===== src/rtl/multicycle_control_if.sv =====
// Bus between the multicycle datapath and its controller: instruction fields and
// status in, datapath strobes and debug/retire observability out.
interface multicycle_control_if #(
    parameter int CNT_W     = 32,
    parameter int ALUCTRL_W = 3
);
    logic [5:0]           opcode;
    logic [5:0]           funct;
    logic                 zero;
    logic                 mem_ready;
    logic                 pcen;
    logic                 iord;
    logic                 memread;
    logic                 memwrite;
    logic                 irwrite;
    logic                 memtoreg;
    logic                 regdst;
    logic                 regwrite;
    logic                 alusrca;
    logic [1:0]           alusrcb;
    logic [1:0]           pcsrc;
    logic [ALUCTRL_W-1:0] alucontrol;
    logic [3:0]           state;
    logic                 instr_done;
    logic                 illegal;
    logic [CNT_W-1:0]     instret;

    modport master (
        output opcode, funct, zero, mem_ready,
        input  pcen, iord, memread, memwrite, irwrite, memtoreg, regdst, regwrite,
        input  alusrca, alusrcb, pcsrc, alucontrol, state, instr_done, illegal, instret
    );

    modport slave (
        input  opcode, funct, zero, mem_ready,
        output pcen, iord, memread, memwrite, irwrite, memtoreg, regdst, regwrite,
        output alusrca, alusrcb, pcsrc, alucontrol, state, instr_done, illegal, instret
    );
endinterface


===== src/rtl/multicycle_control.sv =====
// Moore control FSM for a multicycle MIPS-subset datapath with a retired-instruction
// counter. Define CTRL_JUMP_EN to decode opcode 000010 as j; otherwise it is illegal.
module multicycle_control #(
    parameter int CNT_W     = 32,
    parameter int ALUCTRL_W = 3
) (
    input  logic                 clk,
    input  logic                 rst_n,
    multicycle_control_if.slave  bus
);
    typedef enum logic [3:0] {
        FETCH  = 4'd0,  DECODE = 4'd1,  MEMADR = 4'd2,  MEMRD  = 4'd3,
        MEMWB  = 4'd4,  MEMWR  = 4'd5,  EXEC   = 4'd6,  ALUWB  = 4'd7,
        BRANCH = 4'd8,  ADDIEX = 4'd9,  ADDIWB = 4'd10, JUMP   = 4'd11
    } state_e;

    localparam logic [5:0] OP_RTYPE = 6'b000000;
    localparam logic [5:0] OP_LW    = 6'b100011;
    localparam logic [5:0] OP_SW    = 6'b101011;
    localparam logic [5:0] OP_BEQ   = 6'b000100;
    localparam logic [5:0] OP_ADDI  = 6'b001000;
`ifdef CTRL_JUMP_EN
    localparam logic [5:0] OP_J     = 6'b000010;
`endif
    localparam logic [2:0] ALU_ADD  = 3'b010;
    localparam logic [2:0] ALU_SUB  = 3'b110;

    state_e           state_q, state_d;
    logic [CNT_W-1:0] instret_q, instret_d;

    logic       pcen, iord, memread, memwrite, irwrite, memtoreg, regdst, regwrite, alusrca;
    logic [1:0] alusrcb, pcsrc;
    logic [2:0] alu, r_alu;
    logic       r_ok, done, ill;
    logic [ALUCTRL_W-1:0] alu_w;

    always_comb begin
        r_ok  = 1'b1;
        r_alu = ALU_ADD;
        case (bus.funct)
            6'b100000: r_alu = 3'b010;
            6'b100010: r_alu = 3'b110;
            6'b100100: r_alu = 3'b000;
            6'b100101: r_alu = 3'b001;
            6'b101010: r_alu = 3'b111;
            default:   r_ok  = 1'b0;
        endcase
    end

    always_comb begin
        state_d  = FETCH;
        pcen     = 1'b0;  iord     = 1'b0;  memread  = 1'b0;  memwrite = 1'b0;
        irwrite  = 1'b0;  memtoreg = 1'b0;  regdst   = 1'b0;  regwrite = 1'b0;
        alusrca  = 1'b0;  alusrcb  = 2'b00; pcsrc    = 2'b00; alu      = ALU_ADD;
        done     = 1'b0;  ill      = 1'b0;
        case (state_q)
            FETCH: begin
                memread = 1'b1;
                alusrcb = 2'b01;
                if (bus.mem_ready) begin
                    irwrite = 1'b1;
                    pcen    = 1'b1;
                    state_d = DECODE;
                end else begin
                    state_d = FETCH;
                end
            end
            DECODE: begin
                alusrcb = 2'b11;
                case (bus.opcode)
                    OP_LW, OP_SW: state_d = MEMADR;
                    OP_RTYPE:     if (r_ok) state_d = EXEC; else ill = 1'b1;
                    OP_BEQ:       state_d = BRANCH;
                    OP_ADDI:      state_d = ADDIEX;
`ifdef CTRL_JUMP_EN
                    OP_J:         state_d = JUMP;
`endif
                    default:      ill = 1'b1;
                endcase
            end
            MEMADR: begin
                alusrca = 1'b1;
                alusrcb = 2'b10;
                state_d = (bus.opcode == OP_SW) ? MEMWR : MEMRD;
            end
            MEMRD: begin
                iord    = 1'b1;
                memread = 1'b1;
                state_d = bus.mem_ready ? MEMWB : MEMRD;
            end
            MEMWB: begin
                regwrite = 1'b1;
                memtoreg = 1'b1;
                done     = 1'b1;
            end
            MEMWR: begin
                iord     = 1'b1;
                memwrite = 1'b1;
                done     = bus.mem_ready;
                state_d  = bus.mem_ready ? FETCH : MEMWR;
            end
            EXEC: begin
                alusrca = 1'b1;
                alu     = r_alu;
                state_d = ALUWB;
            end
            ALUWB: begin
                regwrite = 1'b1;
                regdst   = 1'b1;
                done     = 1'b1;
            end
            BRANCH: begin
                alusrca = 1'b1;
                alu     = ALU_SUB;
                pcsrc   = 2'b01;
                pcen    = bus.zero;
                done    = 1'b1;
            end
            ADDIEX: begin
                alusrca = 1'b1;
                alusrcb = 2'b10;
                state_d = ADDIWB;
            end
            ADDIWB: begin
                regwrite = 1'b1;
                done     = 1'b1;
            end
`ifdef CTRL_JUMP_EN
            JUMP: begin
                pcsrc = 2'b10;
                pcen  = 1'b1;
                done  = 1'b1;
            end
`endif
            default: state_d = FETCH;
        endcase
    end

    always_comb begin
        instret_d = instret_q;
        if (done) instret_d = instret_q + CNT_W'(1);
    end

    always_ff @(posedge clk) begin
        if (!rst_n) begin
            state_q   <= FETCH;
            instret_q <= '0;
        end else begin
            state_q   <= state_d;
            instret_q <= instret_d;
        end
    end

    always_comb begin
        alu_w      = '0;
        alu_w[2:0] = alu;
    end

    // Architectural write strobes and pulses are suppressed while reset is held.
    assign bus.pcen       = pcen & rst_n;
    assign bus.irwrite    = irwrite & rst_n;
    assign bus.memwrite   = memwrite & rst_n;
    assign bus.regwrite   = regwrite & rst_n;
    assign bus.instr_done = done & rst_n;
    assign bus.illegal    = ill & rst_n;
    assign bus.iord       = iord;
    assign bus.memread    = memread;
    assign bus.memtoreg   = memtoreg;
    assign bus.regdst     = regdst;
    assign bus.alusrca    = alusrca;
    assign bus.alusrcb    = alusrcb;
    assign bus.pcsrc      = pcsrc;
    assign bus.alucontrol = alu_w;
    assign bus.state      = state_q;
    assign bus.instret    = instret_q;
endmodule


===== src/flat_wrapper.sv =====
// flat-port wrapper written by rule: the top's interface ports become plain ports
module multicycle_control_flat 
#(
    parameter int CNT_W     = 32,
    parameter int ALUCTRL_W = 3
)
  (clk, rst_n, bus_opcode, bus_funct, bus_zero, bus_mem_ready, bus_pcen, bus_iord, bus_memread, bus_memwrite, bus_irwrite, bus_memtoreg, bus_regdst, bus_regwrite, bus_alusrca, bus_alusrcb, bus_pcsrc, bus_alucontrol, bus_state, bus_instr_done, bus_illegal, bus_instret);
  multicycle_control_if #(.CNT_W(CNT_W), .ALUCTRL_W(ALUCTRL_W)) bus_i ();
  input  logic clk;
  input  logic rst_n;
  input wire logic [$bits(bus_i.opcode)-1:0] bus_opcode;
  input wire logic [$bits(bus_i.funct)-1:0] bus_funct;
  input wire logic [$bits(bus_i.zero)-1:0] bus_zero;
  input wire logic [$bits(bus_i.mem_ready)-1:0] bus_mem_ready;
  output wire logic [$bits(bus_i.pcen)-1:0] bus_pcen;
  output wire logic [$bits(bus_i.iord)-1:0] bus_iord;
  output wire logic [$bits(bus_i.memread)-1:0] bus_memread;
  output wire logic [$bits(bus_i.memwrite)-1:0] bus_memwrite;
  output wire logic [$bits(bus_i.irwrite)-1:0] bus_irwrite;
  output wire logic [$bits(bus_i.memtoreg)-1:0] bus_memtoreg;
  output wire logic [$bits(bus_i.regdst)-1:0] bus_regdst;
  output wire logic [$bits(bus_i.regwrite)-1:0] bus_regwrite;
  output wire logic [$bits(bus_i.alusrca)-1:0] bus_alusrca;
  output wire logic [$bits(bus_i.alusrcb)-1:0] bus_alusrcb;
  output wire logic [$bits(bus_i.pcsrc)-1:0] bus_pcsrc;
  output wire logic [$bits(bus_i.alucontrol)-1:0] bus_alucontrol;
  output wire logic [$bits(bus_i.state)-1:0] bus_state;
  output wire logic [$bits(bus_i.instr_done)-1:0] bus_instr_done;
  output wire logic [$bits(bus_i.illegal)-1:0] bus_illegal;
  output wire logic [$bits(bus_i.instret)-1:0] bus_instret;
  assign bus_i.opcode = bus_opcode;
  assign bus_i.funct = bus_funct;
  assign bus_i.zero = bus_zero;
  assign bus_i.mem_ready = bus_mem_ready;
  assign bus_pcen = bus_i.pcen;
  assign bus_iord = bus_i.iord;
  assign bus_memread = bus_i.memread;
  assign bus_memwrite = bus_i.memwrite;
  assign bus_irwrite = bus_i.irwrite;
  assign bus_memtoreg = bus_i.memtoreg;
  assign bus_regdst = bus_i.regdst;
  assign bus_regwrite = bus_i.regwrite;
  assign bus_alusrca = bus_i.alusrca;
  assign bus_alusrcb = bus_i.alusrcb;
  assign bus_pcsrc = bus_i.pcsrc;
  assign bus_alucontrol = bus_i.alucontrol;
  assign bus_state = bus_i.state;
  assign bus_instr_done = bus_i.instr_done;
  assign bus_illegal = bus_i.illegal;
  assign bus_instret = bus_i.instret;
  multicycle_control #(.CNT_W(CNT_W), .ALUCTRL_W(ALUCTRL_W)) u_core (.clk(clk), .rst_n(rst_n), .bus(bus_i));
endmodule

===== config.mk =====
export PLATFORM = sky130hd
export DESIGN_NAME = multicycle_control_flat
export DESIGN_NICKNAME = d
export VERILOG_FILES = /design/src/rtl/multicycle_control_if.sv /design/src/rtl/multicycle_control.sv /design/src/flat_wrapper.sv
export SDC_FILE = /design/constraint.sdc
export NUM_CORES = 1
export LEC_CHECK = 0
export CAP_MARGIN = 20
export CORE_AREA = 3 3 69 71
export DETAILED_ROUTE_END_ITERATION = 6
export DIE_AREA = 0 0 72 74
export DONT_BUFFER_PORTS = 1
export PLACE_DENSITY = 0.69
export SETUP_SLACK_MARGIN = 0.05
export SLEW_MARGIN = 10
export SYNTH_ARGS = -nofsm -noshare
export SYNTH_HDL_FRONTEND = slang
export SYNTH_SLANG_ARGS = --single-unit

===== constraint.sdc =====
create_clock -name clk -period 3.2 [get_ports clk]
set_clock_uncertainty 0.15 [all_clocks]
set_input_delay 0.48 -clock clk [delete_from_list [all_inputs] [get_ports clk]]
set_output_delay 0.48 -clock clk [all_outputs]
set_load 0.01 [all_outputs]

; Word-level counts from Yosys, hierarchy flattened
; Index checks and enable logic that the tools add are counted.
[classes]
n_eq_ne = 19
reduce_logical = 11
n_addsub = 1
n_bitwise = 6
n_mux = 26
[ops]
columns = operator, count
row1 = 6-bit == test (second input constant), 7
row2 = 32-bit by 1-bit adder with 32-bit output (second input constant), 1
row3 = 4-bit one-hot mux with 7 select lines, 1
row4 = 4-bit by 3-bit == test with 1-bit output (second input constant), 4
row5 = 4-bit one-hot mux with 4 select lines, 1
row6 = 1-bit two-way mux, 14
row7 = 4-bit == test (second input constant), 3
row8 = 3-bit two-way mux, 4
row9 = 3-bit one-hot mux with 4 select lines, 1
row10 = 4-bit OR reduction, 3
row11 = 4-bit by 2-bit == test with 1-bit output (second input constant), 2
row12 = 2-bit OR reduction, 4
row13 = 1-bit bitwise AND, 6
row14 = 6-bit by 3-bit == test with 1-bit output (second input constant), 1
row15 = 6-bit by 4-bit == test with 1-bit output (second input constant), 1
row16 = 6-bit zero test, 1
row17 = 1-bit one-hot mux with 2 select lines, 3
row18 = 2-bit one-hot mux with 3 select lines, 1
row19 = 3-bit one-hot mux with 2 select lines, 1
row20 = 5-bit OR reduction, 1
row21 = 4-bit by 1-bit == test with 1-bit output (second input constant), 1
row22 = 4-bit zero test, 1
row23 = 3-bit OR reduction, 1
[word_totals]
word_cells = 65
inputBits = 16
reg_bits = 36

; Logic depth before layout (Yosys ltp)
[depth]
word_depth = 7
ltp_mapped = 8
depth_no_buf = 5

; Worst setup path after synthesis
; Ideal clock, no wire load.
[synth_path]
kind = input -> output
start = input bus_opcode[1]
end = output bus_illegal
t_arrival_ps = 1442
path_slack_ps = 1128
stages = 4
cell_sequence = or3_1 -> nor3_1 -> nor3b_1 -> nor4_1
[synth_between]
elab_chain_cells = 5
[synth_rtl]
columns = element, line
row1 = "start, declared", flat_wrapper.sv:11  ; input wire logic [$bits(bus_i.opcode)-1:0] bus_opcode;
row2 = 6-bit == test (tied with other cells), multicycle_control.sv:70  ; case (bus.opcode)
row3 = 4-bit OR reduction (no line), n/a
row4 = 1-bit one-hot mux with 2 select lines (*), multicycle_control.sv:70
row5 = 1-bit two-way mux (*), multicycle_control.sv:56  ; case (state_q)
row6 = 1-bit bitwise AND (*), multicycle_control.sv:165  ; assign bus.illegal = ill & rst_n;
row7 = "end, declared", flat_wrapper.sv:29  ; output wire logic [$bits(bus_i.illegal)-1:0] bus_illegal;
; Every way passes the cells marked *; elsewhere a longest branch is shown, timed or not.

; Final worst setup path
[layout_path]
start = register u_core.state_q[0] (netlist: u_core.bus.state[0])
end = output bus_instr_done
[layout_between]
elab_chain_cells = 4
[layout_rtl]
columns = element, line
row1 = "start, declared", multicycle_control.sv:28  ; state_e state_q, state_d;
row2 = "start signal, assigned", multicycle_control.sv:149  ; state_q <= state_d;
row3 = 4-bit by 3-bit == test with 1-bit output / 4-bit == test (equally long branches), multicycle_control.sv:56
row4 = 4-bit OR reduction (no line), n/a
row5 = 1-bit one-hot mux with 2 select lines (*), multicycle_control.sv:56
row6 = 1-bit bitwise AND (*), multicycle_control.sv:164  ; assign bus.instr_done = done & rst_n;
row7 = "end, declared", flat_wrapper.sv:28  ; output wire logic [$bits(bus_i.instr_done)-1:0] bus_instr_done;
; Marks and branches as above.

==> results.py <==
metrics = {
    "clock_network": {
        "cts_num_sinks": 36,
        "cts_made_buffers": 5,
        "postCtsSetupBuffers": 0,
        "cts_tree": "yes",
        "cts_resized": 0,
        "cts_hold_buf": 0,
        "cts-root-buf": "clkbuf_8",
        "clk_latency_ns": 0.28,
        "htree_num_levels": 2,
        "clock_path_buffers": 2,
        "path_clk_slew_ns": 0.07,
    },
    "worst_setup_path": {
        "regToRegSetupSlack_ns": 0.70,
        "critPathArrivalTime_ns": 2.24,
        "path_max_fanout": 38,
        "crit_path_end_kind": "output port",
        "critical_path_class": "reg -> out",
        "cp.required_ns": 2.57,
        "timing.rr.start": "u_core.bus.state[0]$_SDFF_PN0_",
        "start_kind": "flop",
        "ff2ff_path_depth": 5,
        "worstReg2RegEnd": "u_core.bus.instret[9]$_SDFFE_PN0P_",
    },
    "routing": {
        "routed_wl_um": 4686,
        "route.detailed.drc": 0,
        "wire_per_inst_um": 15.17,
        "vias": 1803,
        "drt_iter0_markers": 108,
        "ant_nets": 0,
        "drt_pass1_iterations": 4,
        "routed_via_density": 5.835,
    },
    "timing": {
        "hold_viol": 0,
        "post-route-period-util": 0.8954,
        "layout_setup_ws_ns": 0.3349,
        "worst-slew-pin-transition_ns": 0.9128,
        "hold_ws_ns": 0.1693,
        "min_period_ns": 2.865,
        "fin_tns_setup_ns": 0,
        "final_max_slew_viol_count": 0,
        "finalSetupViolCount": 0,
        "rsz0062_at_grt": "no",
        "relSlewSlack": 0.3915,
        "max_freq_ghz": 0.3490,
    },
    "layout": {
        "layout-drive-gt1-share": 0.1362,
        "antennaDiodeCount": 0,
        "final_nets": 273,
        "final_cells": 309,
        "final_area_um2": 2362,
        "area_growth_pct": 3.001,
        "fillers": 398,
    },
    "synth": {
        "synth_fp_nets": 283,
        "ys_seq_area_frac": 0.3142,
        "synth_enable_flop_cells": 0,
        "ys_warn_count": 0,
        "yosys_register_bits": 36,
        "synth_cells": 266,
        "synth_cell_types": 44,
        "synth_area_per_cell_um2": 8.622,
        "syn_area_um2": 2293,
        "async_flop_share": 0,
        "synth-main-ff-cell": "dfxtp_1",
    },
    "placement": {
        "dpl_cell_area_um2": 2272,
        "placed_cells": 301,
        "place_congestion": 0.7974,
        "dp_hpwl_um": 3260,
        "dpl_worst_slack_ns": 0.6138,
        "port_buffers": 0,
    },
    "worst_hold_path": {
        "hold_depth": 1,
        "hold_path_class": "in -> reg",
        "hp-start": "rst_n",
        "min_to": "u_core.bus.instret[13]$_SDFFE_PN0P_",
    },
    "grt": {
        "grt_pass1_wl_um": 8079,
        "grtUsageTotal": 0.1840,
        "grt_pass1_vias": 1737,
        "overflow": 0,
        "antenna_found_initial": 0,
        "grt_max_degree": 39,
    },
    "outcome": {
        "status": "finished, final reports clean",
    },
    "die": {
        "rows": 24,
        "io_pins": 70,
        "start_util": 0.5341,
        "core_area_um2": 4294,
        "die-area_um2": 5328,
        "die-height_um": 74,
        "die_w_um": 72,
    },
    "pwr": {
        "power.leakage_uw": 0.0008906,
        "ir_drop_v": 0.0001893,
        "power_density_nw_per_um2": 342.8,
    },
    "flow_run": {
        "cap_viol_max_count": 0,
    },
}
how the worst max path moves through the flow:
stage	slack (ns)	endpoint	start	cells after the start
after detailed placement	0.61	bus_instr_done	u_core.bus.state[0]$_SDFF_PN0_	3
after CTS	0.29	bus_instr_done	u_core.bus.state[0]$_SDFF_PN0_	3
final	0.33	bus_instr_done	u_core.bus.state[0]$_SDFF_PN0_	3
after global placement	0.70	bus_instr_done	u_core.bus.state[0]$_SDFF_PN0_	3
after global routing	0.13	bus_instr_done	u_core.bus.state[0]$_SDFF_PN0_	3
after floorplan	1.13	bus_illegal	bus_opcode[1]	4
kinds of logic after synthesis:
logic type               share of synthesized area
buffers and inverters                      0.05783
flip-flops                                  0.3142
multiplexers                               0.02237
AO/OA/AOI/OAI                              0.07966
XOR/XNOR                                    0.1069
other                                     0.001635
adder cells (fa/ha/maj)                   0.005455
AND/OR/NAND/NOR                             0.4119
cell type report:
class / instances / area, um^2 / area share
multi-input combinational: 205 / 1441 / 0.6102
sequential: 36 / 720.7 / 0.3051
clock buffer: 8 / 90.09 / 0.03814
tap: 52 / 65.06 / 0.02754
timing repair buffer: 4 / 30.03 / 0.01271
inverter: 4 / 15.01 / 0.006356
sequential cells by signal, summed over array words and instances (netlist names):
signal / cells
u_core.bus.state: 4
u_core.bus.instret: 32
critical path: stages (launching register included):
cell	delay, ns
dfxtp_1	0.68
nor3b_1	0.28
o31a_2	0.77
nor2b_1	0.20
cell usage after synthesis, types with 5 or more instances:
library cell | count | area [um^2]
a21boi_1 | 5 | 37.54
a21oi_1 | 5 | 25.02
and2_1 | 26 | 162.7
and3_1 | 5 | 31.28
and4_1 | 5 | 43.79
clkbuf_1 | 9 | 33.78
dfxtp_1 | 36 | 720.7
nand2_1 | 16 | 60.06
nand2b_1 | 6 | 37.54
nand3_1 | 13 | 65.06
nand4_1 | 6 | 37.54
nor2_1 | 13 | 48.80
nor3_1 | 11 | 55.05
nor3_2 | 6 | 60.06
nor3b_1 | 5 | 37.54
nor4_2 | 11 | 137.6
o21ai_0 | 9 | 45.04
or3_1 | 6 | 37.54
xor2_1 | 24 | 210.2
metal layers:
layer | vias up | share of wire | GRT usage | wire, um
met1 | 848 | 0.45 | 0.2276 | 2121
met4 | 0 | 0.0051 | 0.03967 | 24
li1 | 908 | - | - | -
met5 | - | 0 | 0 | 0
met3 | 5 | 0.055 | 0.06622 | 257
met2 | 42 | 0.49 | 0.3102 | 2283
per-stage QoR:
step / utilization / power, uW
floorplan: - / 491.1
finish: 0.5501 / 809.9
detailed placement: 0.5291 / 489.7
global route: 0.5501 / 840.1
CTS: 0.5501 / 816.9
global placement: 0.5291 / 489.1
report_power, final:
part           internal, uW  leakage (uW)  switching, uW  total (uW)
Clock                   176     0.0000455            155         331
Combinational          12.2      0.000555           14.6        26.7
Sequential              449      0.000290           3.76         453
Total                   637      0.000891            173         810
cell usage in the layout (no fill, tap or decap), drive strengths merged:
cell,netlist,layout
a21boi,5,5
a21o,1,1
a21oi,5,5
a311oi,2,2
and2,26,26
and3,5,5
and4,5,5
buf,12,4
clkbuf,9,8
conb,1,1
dfxtp,36,36
ha,1,1
inv,4,4
mux2,1,1
mux2i,4,4
nand2,16,16
nand2b,6,6
nand3,13,13
nand4,6,6
nand4b,1,1
nor2,13,13
nor2b,4,4
nor3,17,17
nor3b,6,6
nor4,12,12
nor4b,4,4
o2111ai,1,1
o21a,1,1
o21ai,9,9
o21bai,1,1
o2bb2a,1,1
o31a,1,1
o31ai,1,1
or3,6,6
or3b,2,2
xnor2,4,4
xor2,24,24
No activity file was read; power rests on OpenSTA's default activity.
